### src/rtl/cci_mpf_svc_vtp_req_arbiter.sv
// rtl/cci_mpf_svc_vtp_req_arbiter.sv - round-robin VTP lookup arbiter with service tag remap
// Shares one translation service among N shims and routes out-of-order responses home.
module cci_mpf_svc_vtp_req_arbiter #(
    parameter int N_CLIENTS    = 4,
    parameter int VA_BITS      = 36,
    parameter int PA_BITS      = 36,
    parameter int MAX_SVC_REQS = 16,
    parameter int TAG_BITS     = $clog2(MAX_SVC_REQS)
) (
    input  logic                          clk,
    input  logic                          reset_n,
    input  logic [N_CLIENTS-1:0]          cli_lookup_en,
    input  logic [N_CLIENTS*VA_BITS-1:0]  cli_lookup_va,
    input  logic [N_CLIENTS*TAG_BITS-1:0] cli_lookup_tag,
    output logic [N_CLIENTS-1:0]          cli_lookup_rdy,
    output logic [N_CLIENTS-1:0]          cli_rsp_valid,
    output logic [PA_BITS-1:0]            cli_rsp_pa,
    output logic [TAG_BITS-1:0]           cli_rsp_tag,
    output logic                          cli_rsp_big,
    output logic                          svc_lookup_en,
    output logic [VA_BITS-1:0]            svc_lookup_va,
    output logic [TAG_BITS-1:0]           svc_lookup_tag,
    input  logic                          svc_lookup_rdy,
    input  logic                          svc_rsp_valid,
    input  logic [PA_BITS-1:0]            svc_rsp_pa,
    input  logic [TAG_BITS-1:0]           svc_rsp_tag,
    input  logic                          svc_rsp_big,
    output logic [TAG_BITS:0]             tags_busy,
    output logic                          err_bad_rsp
);
    localparam int CLI_BITS = (N_CLIENTS > 1) ? $clog2(N_CLIENTS) : 1;

    logic [MAX_SVC_REQS-1:0] busy_q, busy_d;
    logic [CLI_BITS-1:0]     tbl_cli_q [MAX_SVC_REQS];
    logic [CLI_BITS-1:0]     tbl_cli_d [MAX_SVC_REQS];
    logic [TAG_BITS-1:0]     tbl_tag_q [MAX_SVC_REQS];
    logic [TAG_BITS-1:0]     tbl_tag_d [MAX_SVC_REQS];
    logic                    out_vld_q, out_vld_d;
    logic [VA_BITS-1:0]      out_va_q, out_va_d;
    logic [TAG_BITS-1:0]     out_tag_q, out_tag_d;
    logic [CLI_BITS-1:0]     rr_q, rr_d;
    logic [N_CLIENTS-1:0]    rsp_vld_q, rsp_vld_d;
    logic [PA_BITS-1:0]      rsp_pa_q, rsp_pa_d;
    logic [TAG_BITS-1:0]     rsp_tag_q, rsp_tag_d;
    logic                    rsp_big_q, rsp_big_d;
    logic                    err_q, err_d;
    logic [TAG_BITS:0]       cnt_q, cnt_d;

    logic                    found;
    logic [CLI_BITS-1:0]     winner;
    logic [TAG_BITS-1:0]     alloc_tag;
    logic                    can_acc;
    logic                    grant;
    logic                    rsp_hit;

    always_comb begin
        found     = 1'b0;
        winner    = '0;
        alloc_tag = '0;
        for (int k = 0; k < N_CLIENTS; k++) begin
            if (!found && cli_lookup_en[(int'(rr_q) + k) % N_CLIENTS]) begin
                found  = 1'b1;
                winner = CLI_BITS'((int'(rr_q) + k) % N_CLIENTS);
            end
        end
        // Scan downward so the last hit is the lowest free index.
        for (int t = MAX_SVC_REQS - 1; t >= 0; t--) begin
            if (!busy_q[t]) begin
                alloc_tag = TAG_BITS'(t);
            end
        end
        can_acc        = !(&busy_q) && (!out_vld_q || svc_lookup_rdy);
        grant          = reset_n && can_acc && found;
        cli_lookup_rdy = grant ? (N_CLIENTS'(1) << winner) : '0;
        // Only a tag already busy before this edge can be freed, so it never collides with alloc_tag.
        rsp_hit        = svc_rsp_valid && busy_q[svc_rsp_tag];
    end

    always_comb begin
        busy_d    = busy_q;
        tbl_cli_d = tbl_cli_q;
        tbl_tag_d = tbl_tag_q;
        out_vld_d = out_vld_q && !svc_lookup_rdy;
        out_va_d  = out_va_q;
        out_tag_d = out_tag_q;
        rr_d      = rr_q;
        if (grant) begin
            busy_d[alloc_tag]    = 1'b1;
            tbl_cli_d[alloc_tag] = winner;
            tbl_tag_d[alloc_tag] = cli_lookup_tag[int'(winner) * TAG_BITS +: TAG_BITS];
            out_vld_d            = 1'b1;
            out_va_d             = cli_lookup_va[int'(winner) * VA_BITS +: VA_BITS];
            out_tag_d            = alloc_tag;
            rr_d                 = (int'(winner) == N_CLIENTS - 1) ? '0 : winner + 1'b1;
        end
        if (rsp_hit) begin
            busy_d[svc_rsp_tag] = 1'b0;
        end
        rsp_vld_d = rsp_hit ? (N_CLIENTS'(1) << tbl_cli_q[svc_rsp_tag]) : '0;
        rsp_tag_d = tbl_tag_q[svc_rsp_tag];
        rsp_pa_d  = svc_rsp_pa;
        rsp_big_d = svc_rsp_big;
        err_d     = err_q || (svc_rsp_valid && !busy_q[svc_rsp_tag]);
        case ({grant, rsp_hit})
            2'b10:   cnt_d = cnt_q + 1'b1;
            2'b01:   cnt_d = cnt_q - 1'b1;
            default: cnt_d = cnt_q;
        endcase
    end

    always_ff @(posedge clk) begin
        if (!reset_n) begin
            busy_q    <= '0;
            out_vld_q <= 1'b0;
            out_va_q  <= '0;
            out_tag_q <= '0;
            rr_q      <= '0;
            rsp_vld_q <= '0;
            rsp_pa_q  <= '0;
            rsp_tag_q <= '0;
            rsp_big_q <= 1'b0;
            err_q     <= 1'b0;
            cnt_q     <= '0;
        end else begin
            busy_q    <= busy_d;
            out_vld_q <= out_vld_d;
            out_va_q  <= out_va_d;
            out_tag_q <= out_tag_d;
            rr_q      <= rr_d;
            rsp_vld_q <= rsp_vld_d;
            rsp_pa_q  <= rsp_pa_d;
            rsp_tag_q <= rsp_tag_d;
            rsp_big_q <= rsp_big_d;
            err_q     <= err_d;
            cnt_q     <= cnt_d;
        end
    end

    // Table contents are only meaningful under a busy bit, so they carry no reset.
    always_ff @(posedge clk) begin
        tbl_cli_q <= tbl_cli_d;
        tbl_tag_q <= tbl_tag_d;
    end

    assign svc_lookup_en  = out_vld_q;
    assign svc_lookup_va  = out_va_q;
    assign svc_lookup_tag = out_tag_q;
    assign cli_rsp_valid  = rsp_vld_q;
    assign cli_rsp_pa     = rsp_pa_q;
    assign cli_rsp_tag    = rsp_tag_q;
    assign cli_rsp_big    = rsp_big_q;
    assign tags_busy      = cnt_q;
    assign err_bad_rsp    = err_q;
endmodule
### config.mk
export PLATFORM = sky130hd
export DESIGN_NAME = cci_mpf_svc_vtp_req_arbiter
export DESIGN_NICKNAME = d
export VERILOG_FILES = /design/src/rtl/cci_mpf_svc_vtp_req_arbiter.sv
export SDC_FILE = /design/constraint.sdc
export NUM_CORES = 1
export LEC_CHECK = 0
export ABC_AREA = 1
export ABC_CLOCK_PERIOD_IN_PS = 3560
export CORE_ASPECT_RATIO = 0.7
export CORE_MARGIN = 4
export CORE_UTILIZATION = 46
export CTS_BUF_LIST = sky130_fd_sc_hd__clkbuf_16
export DETAILED_ROUTE_END_ITERATION = 7
export PLACE_DENSITY = 0.8
export SLEW_MARGIN = 15
export SYNTH_ARGS = -nofsm -noshare
export SYNTH_HDL_FRONTEND = slang
export SYNTH_SLANG_ARGS = --single-unit
### constraint.sdc
create_clock -name clk -period 3.56 [get_ports clk]
set_input_delay 0.712 -clock clk [delete_from_list [all_inputs] [get_ports clk]]
set_output_delay 0.712 -clock clk [all_outputs]
set_load 0.01 [all_outputs]
Yosys cells after proc, flatten, opt, wreduce, memory -nomap -nowiden
Index checks and enable logic that the tools add are counted.
{ "totals": {"reg_bits": 206, "input_bits": 209, "out_inout_bits": 96, "elab_cells": 162} }
{ "classes": {"add_sub_neg": 6, "multipliers": 1, "order_cmp": 11, "n_eq_ne": 3, "n_shift": 4, "n_mux": 59, "bitwise_logic": 8, "n_reduce_logical": 27} }
{ "ops": {"columns": ["cell", "n"], "rows": [
  ["$shiftx A144 B9 Y36", 1],
  ["$mux W4", 20],
  ["$bwmux W64", 1],
  ["$bwmux W32", 1],
  ["$mux W16", 2],
  ["$and A16 B16 Y16", 1],
  ["$bmux W4 S4", 1],
  ["$demux W4 S4", 1],
  ["$mux W2", 8],
  ["$not A16 Y16", 1],
  ["$or A16 B16 Y16", 1],
  ["$reduce_and A16 Y1", 1],
  ["$shiftx A16 B5 Y4", 1],
  ["$mux W1", 15],
  ["$logic_and A1 B1 Y1", 12],
  ["$lt A3 B4 Y1 const B", 3],
  ["$ge A5 B5 Y1 const B", 2],
  ["$lt A4 B5 Y1 const B", 2],
  ["$not A4 Y5", 2],
  ["$pmux W5 S2", 1],
  ["$bmux W1 S2", 4],
  ["$bmux W2 S4", 1],
  ["$demux W1 S4", 2],
  ["$demux W2 S4", 1],
  ["other kinds (18)", 34]
]} }

Logic depth before layout (Yosys ltp)
{ "logic_depth": {"ltp_word": 24, "ltp_mapped": 19, "mapped_depth_nobuf": 18} }

Least setup slack after synthesis
OpenSTA, ideal clock, no wires.
{ "synth_path": {"path_kind": "input-to-reg", "start": "in svc_rsp_tag[1]", "end": "reg cnt_q[4], in the netlist tags_busy[4]", "setup_time_ns": 0.123, "t_arrival_ns": 2.997, "t_required_ns": 3.437, "setup_slack_ns": 0.441, "cell_stages": 19, "n_path_buf": 1, "path_cell_list": "inv_1 > nor2_2 > inv_1 > o22ai_1 > o21ai_0 > nand4_1 > nand2_1 > clkbuf_1 > inv_1 > ha_1 > ha_1 > nand2_1 > nor2_1 > a211oi_1 > nand2_1 > nand2_1 > nor2_1 > o21ai_0 > a21oi_1"} }
{ "synth_via": {"elab_chain_len": 5, "word_cells_on_any_way": 7, "classes_between": "eq/ne: 2; mux: 3; reduce/logical: 2"} }
{ "synth_lines": {"columns": ["element", "line_no", "text"], "rows": [
  ["from (decl)", "26", "input logic [TAG_BITS-1:0] svc_rsp_tag,"],
  ["$bmux W1 S4 (*)", "76", "rsp_hit = svc_rsp_valid && busy_q[svc_rsp_tag];"],
  ["$mux W1 (not written as such) (*)", "76", null],
  ["$logic_and A1 B1 Y1 (*)", "76", null],
  ["$eq A2 B1 Y1 / $eq A2 B2 Y1 (equally long branches)", "104", "case ({grant, rsp_hit})"],
  ["$pmux W5 S2 / $reduce_bool A2 Y1 (equally long branches)", null, null],
  ["to (signal assigned)", "135", "cnt_q <= cnt_d;"],
  ["to (decl)", "47", "logic [TAG_BITS:0] cnt_q, cnt_d;"]
]} }
Every way passes the cells marked *; elsewhere a longest branch is shown, timed or not. The select of a mux whose other input is x is not followed.
A chain may end at the register's enable or synchronous reset.

Worst setup path after layout
{ "layout_path": {"start": "in cli_lookup_en[2]", "end": "out cli_lookup_rdy[1]"} }
{ "layout_via": {"elab_chain_len": 14, "word_cells_on_any_way": 28, "classes_between": "shift: 1; mux: 20; reduce/logical: 7"} }
{ "layout_lines": {"columns": ["element", "line_no", "text"], "rows": [
  ["from (decl)", "12", "input logic [N_CLIENTS-1:0] cli_lookup_en,"],
  ["$bmux W1 S2", "61", "if (!found && cli_lookup_en[(int'(rr_q) + k) % N_CLIENTS]) begin"],
  ["$mux W1 (not written as such)", "61", null],
  ["$mux W1", "61", null],
  ["$logic_not A1 Y1", "61", null],
  ["$logic_and A1 B1 Y1", "61", null],
  ["$mux W1", "61", null],
  ["$logic_not A1 Y1", "61", null],
  ["$logic_and A1 B1 Y1", "61", null],
  ["$mux W1", "61", null],
  ["$logic_not A1 Y1", "61", null],
  ["$logic_and A1 B1 Y1", "61", null],
  ["$mux W2 / $mux W1 (equally long branches)", "61", null],
  ["$shl A1 B2 Y4 / $logic_and A1 B1 Y1 (equally long branches)", "74, 73", null],
  ["$mux W4 (*)", "74", "cli_lookup_rdy = grant ? (N_CLIENTS'(1) << winner) : '0;"],
  ["to (decl)", "15", "output logic [N_CLIENTS-1:0] cli_lookup_rdy,"]
]} }
Marks and branches as above.

==> flow_summary.json <==
{
  "status": "complete, no violations",
  "path_max_fanout": 5,
  "worst_ep_arrival_time_ns": 2.69,
  "drt-initial-drc-count": 916,
  "cp_cell_sequence": "clkdlybuf4s50_1 -> inv_1 -> o21ai_2 -> nand2_1 -> nand2_2 -> inv_2 -> and2_1 -> nor2_1 -> nand2_1 -> nand2_2 -> inv_2 -> ha_1 -> inv_1 -> nor2_1 -> dlygate4sd2_1",
  "synth.avg_cell_area_um2": 8.609,
  "num_vias": 8626,
  "nets": 1591,
  "wl_per_cell_um": 17.45,
  "reg2reg_depth": 16,
  "post_cts_buffers": 0,
  "finalSetupTns_ns": 0,
  "grt_pass1_vias": 8289,
  "clock_latency_ns": 0.49,
  "cp.depth": 15,
  "wirelength_um": 28810,
  "initial_utilization": 0.4758,
  "worst-r2r-setup-slack_ns": 0.51,
  "postRouteAntennaNets": 0,
  "period_share": 0.9547,
  "critical_path_buf_inv_count": 6,
  "skew_ns": 0.01401,
  "routed_via_density": 5.225,
  "ys_async_sr_fraction": 0,
  "grt_pass1_wl_um": 44530,
  "drive_above_1_share": 0.06777,
  "clock.fmax_mhz": 294.2,
  "hold_viol_final": 0,
  "seq_area_frac_synth": 0.5556,
  "syn_inst": 1063,
  "grt_use_total": 0.2480,
  "setup_viol": 0,
  "num_rows": 42,
  "cts_buffers": 21,
  "regToRegEndpoint": "tags_busy[4]",
  "clkTransAtPathRegs_ns": 0.06,
  "grt_max_degree": 100,
  "finalCriticalPeriod_ns": 3.399,
  "place_hpwl_um": 21410,
  "fin_util": 0.6873,
  "first_pass_iters": 6,
  "rsz0062_at_grt": "no",
  "cts.htree.levels": 1,
  "cpMaxStageDelayCell": "clkdlybuf4s50_1",
  "cts-hold-fix-buffers": 0,
  "antenna_cells": 0,
  "crit_start": "cli_lookup_en[2]",
  "stdcell_area_mm2": 0.01322,
  "setup_ws_ns": 0.1614,
  "gp_congestion": 0.9499,
  "die_y_um": 126.0,
  "hp-class": "reg -> reg",
  "overflow": 0,
  "crit_type": "in -> out",
  "syn-num-nets": 1281,
  "cp-end-kind": "output pin",
  "ys_seq_elements": 206,
  "port_buffers": 304,
  "path_delay_family": "buffers and inverters",
  "cts.sinks": 206,
  "synth-edff-count": 96,
  "die-area_mm2": 0.02225,
  "clock_path_buffers": 3,
  "yosysUniqueCellTypes": 37,
  "power_per_cell_area_mw_per_mm2": 807.0,
  "rr_startpoint": "busy_q[2]",
  "whs_ns": 0.4610,
  "io_pins": 305,
  "tritoncts": "yes",
  "tightest_slew_ns": 0.9973,
  "die_w_um": 176.6,
  "antenna_found_initial": 1,
  "coreArea_mm2": 0.01923,
  "crit_end": "cli_lookup_rdy[1]",
  "max_slew_margin": 0.3351,
  "syn_area_mm2": 0.009151,
  "yosysWarnings": 0,
  "required_ns": 2.85,
  "crit_path_start_kind": "input pin",
  "dpl_cell_area_mm2": 0.01252,
  "ys.flop_type": "dfxtp_1",
  "drv_slew": 0,
  "drcViolationCount": 0,
  "peakVddDrop_v": 0.002437,
  "cap_violations": 0,
  "max_stage_delay_ns": 0.46,
  "dp_slack_ns": -0.1458,
  "p_leak_uw": 0.005546,
  "area_growth_pct": 44.45,
  "root_buffer": "clkbuf_16"
}
## metrics by stage
stage	cells	power, uW
6_report	1651	10670
5_1_grt	1651	11390
4_1_cts	1651	10660
3_5_place_dp	1614	8489
3_3_place_gp	1614	8349
2_1_floorplan	1063	6684
## state kept, by name (all words and copies together), names as in the netlist
name            cells
tbl_tag_q          64
cli_rsp_pa         36
svc_lookup_va      36
tbl_cli_q          32
busy_q             16
tags_busy           5
cli_rsp_tag         4
cli_rsp_valid       4
svc_lookup_tag      4
rr_q                2
cli_rsp_big         1
err_bad_rsp         1
svc_lookup_en       1
## what timing repair did
| item | CTS | global route |
|---|---|---|
| hold endpoints to repair | 0 | 0 |
| gates resized for setup | 5 | 8 |
| pin swaps | 0 | 4 |
| endpoints found under the setup margin | 4 | 5 |
## layout make-up
type / count / area, um2
clock buffers: 21 / 525.5
repair buffers: 342 / 3318
fillers: 1496 / 6015
inverters: 113 / 424.2
flip-flops and latches: 206 / 5086
clock inverters: 16 / 162.7
well taps: 264 / 330.3
multi-input cells: 689 / 3372
## Yosys cell counts (2+ instances only)
library cell	count	area (um2)
nand2_1	302	1134
nand3_1	142	710.7
dfxtp_1	110	2202
inv_1	104	390.4
edfxtp_1	96	2883
a22oi_1	48	360.4
nor2_1	45	168.9
a21oi_1	38	190.2
clkbuf_1	23	86.33
o21ai_0	20	100.1
o21ai_1	20	100.1
buf_2	19	95.09
nand4_1	12	75.07
ha_1	8	100.1
o22ai_1	8	50.05
o31ai_1	8	60.06
buf_6	7	78.83
buf_1	5	18.77
clkinv_1	5	18.77
nor3_1	5	25.02
nor4_1	5	31.28
a211oi_1	4	30.03
a32oi_1	4	35.03
inv_2	4	15.01
a21boi_0	3	22.52
nand2_2	3	18.77
nor2_2	3	18.77
nor3_2	2	20.02
xnor2_1	2	17.52
## layer usage
| metal | part of all wire | wire length, um | global-route usage | vias to the layer above |
|---|---|---|---|---|
| met5 | 0.00045 | 13 | 0 | - |
| met2 | 0.46 | 13310 | 0.4013 | 419 |
| met1 | 0.42 | 12070 | 0.3363 | 3949 |
| li1 | - | - | - | 4204 |
| met3 | 0.095 | 2743 | 0.06681 | 52 |
| met4 | 0.023 | 675 | 0.05730 | 2 |
## where the power goes
| group | switching, uW | internal [uW] |
|---|---|---|
| clock | 885 | 1300 |
| sequential | 171 | 3330 |
| combinational | 3190 | 1790 |
| total | 4250 | 6420 |
## worst reg2reg max path, stage by stage (launching register included)
cell and delay [ns]:
dfxtp_1 0.50, inv_1 0.16, nor3_1 0.36, nand2_1 0.12, nor2_1 0.10, nor2_1 0.09, nand2_2 0.20, ha_1 0.28
inv_1 0.10, fa_1 0.41, nor2_1 0.14, a211oi_2 0.05, nand2_1 0.06, nand2_1 0.04, nor2_1 0.12, o21ai_0 0.09
a21oi_1 0.15
## logic make-up after synthesis
kind of cell    after synthesis  synth area share
fa+ha+maj                     9           0.01313
compound gates              156            0.1069
simple gates                521            0.2421
xor+xnor                      3          0.003692
buf+inv                     168           0.07848
flops                       206            0.5556
## worst min-delay path by stage
| stage | slack, ns | from | to | depth (start not counted) |
|---|---|---|---|---|
| 2_1_floorplan | 0.46 | busy_q[14] | busy_q[14] | 2 |
| 6_report | 0.46 | tags_busy[4] | tags_busy[4] | 1 |
| 5_1_grt | 0.49 | svc_lookup_va[29] | svc_lookup_va[29] | 2 |
| 4_1_cts | 0.46 | tags_busy[4] | tags_busy[4] | 1 |
| 3_5_place_dp | 0.45 | tags_busy[4] | tags_busy[4] | 1 |
| 3_3_place_gp | 0.44 | tags_busy[4] | tags_busy[4] | 1 |
## placed cells by master, fill, tap and decap left out, drive strengths merged, types with 12 or more instances in the layout
cell,n
a21oi,39
a22oi,48
buf,39
clkbuf,22
clkdlybuf4s50,299
dfxtp,110
edfxtp,96
inv,112
nand2,305
nand3,142
nand4,12
nor2,48
o21ai,41
(Power assumes the default switching activity.)
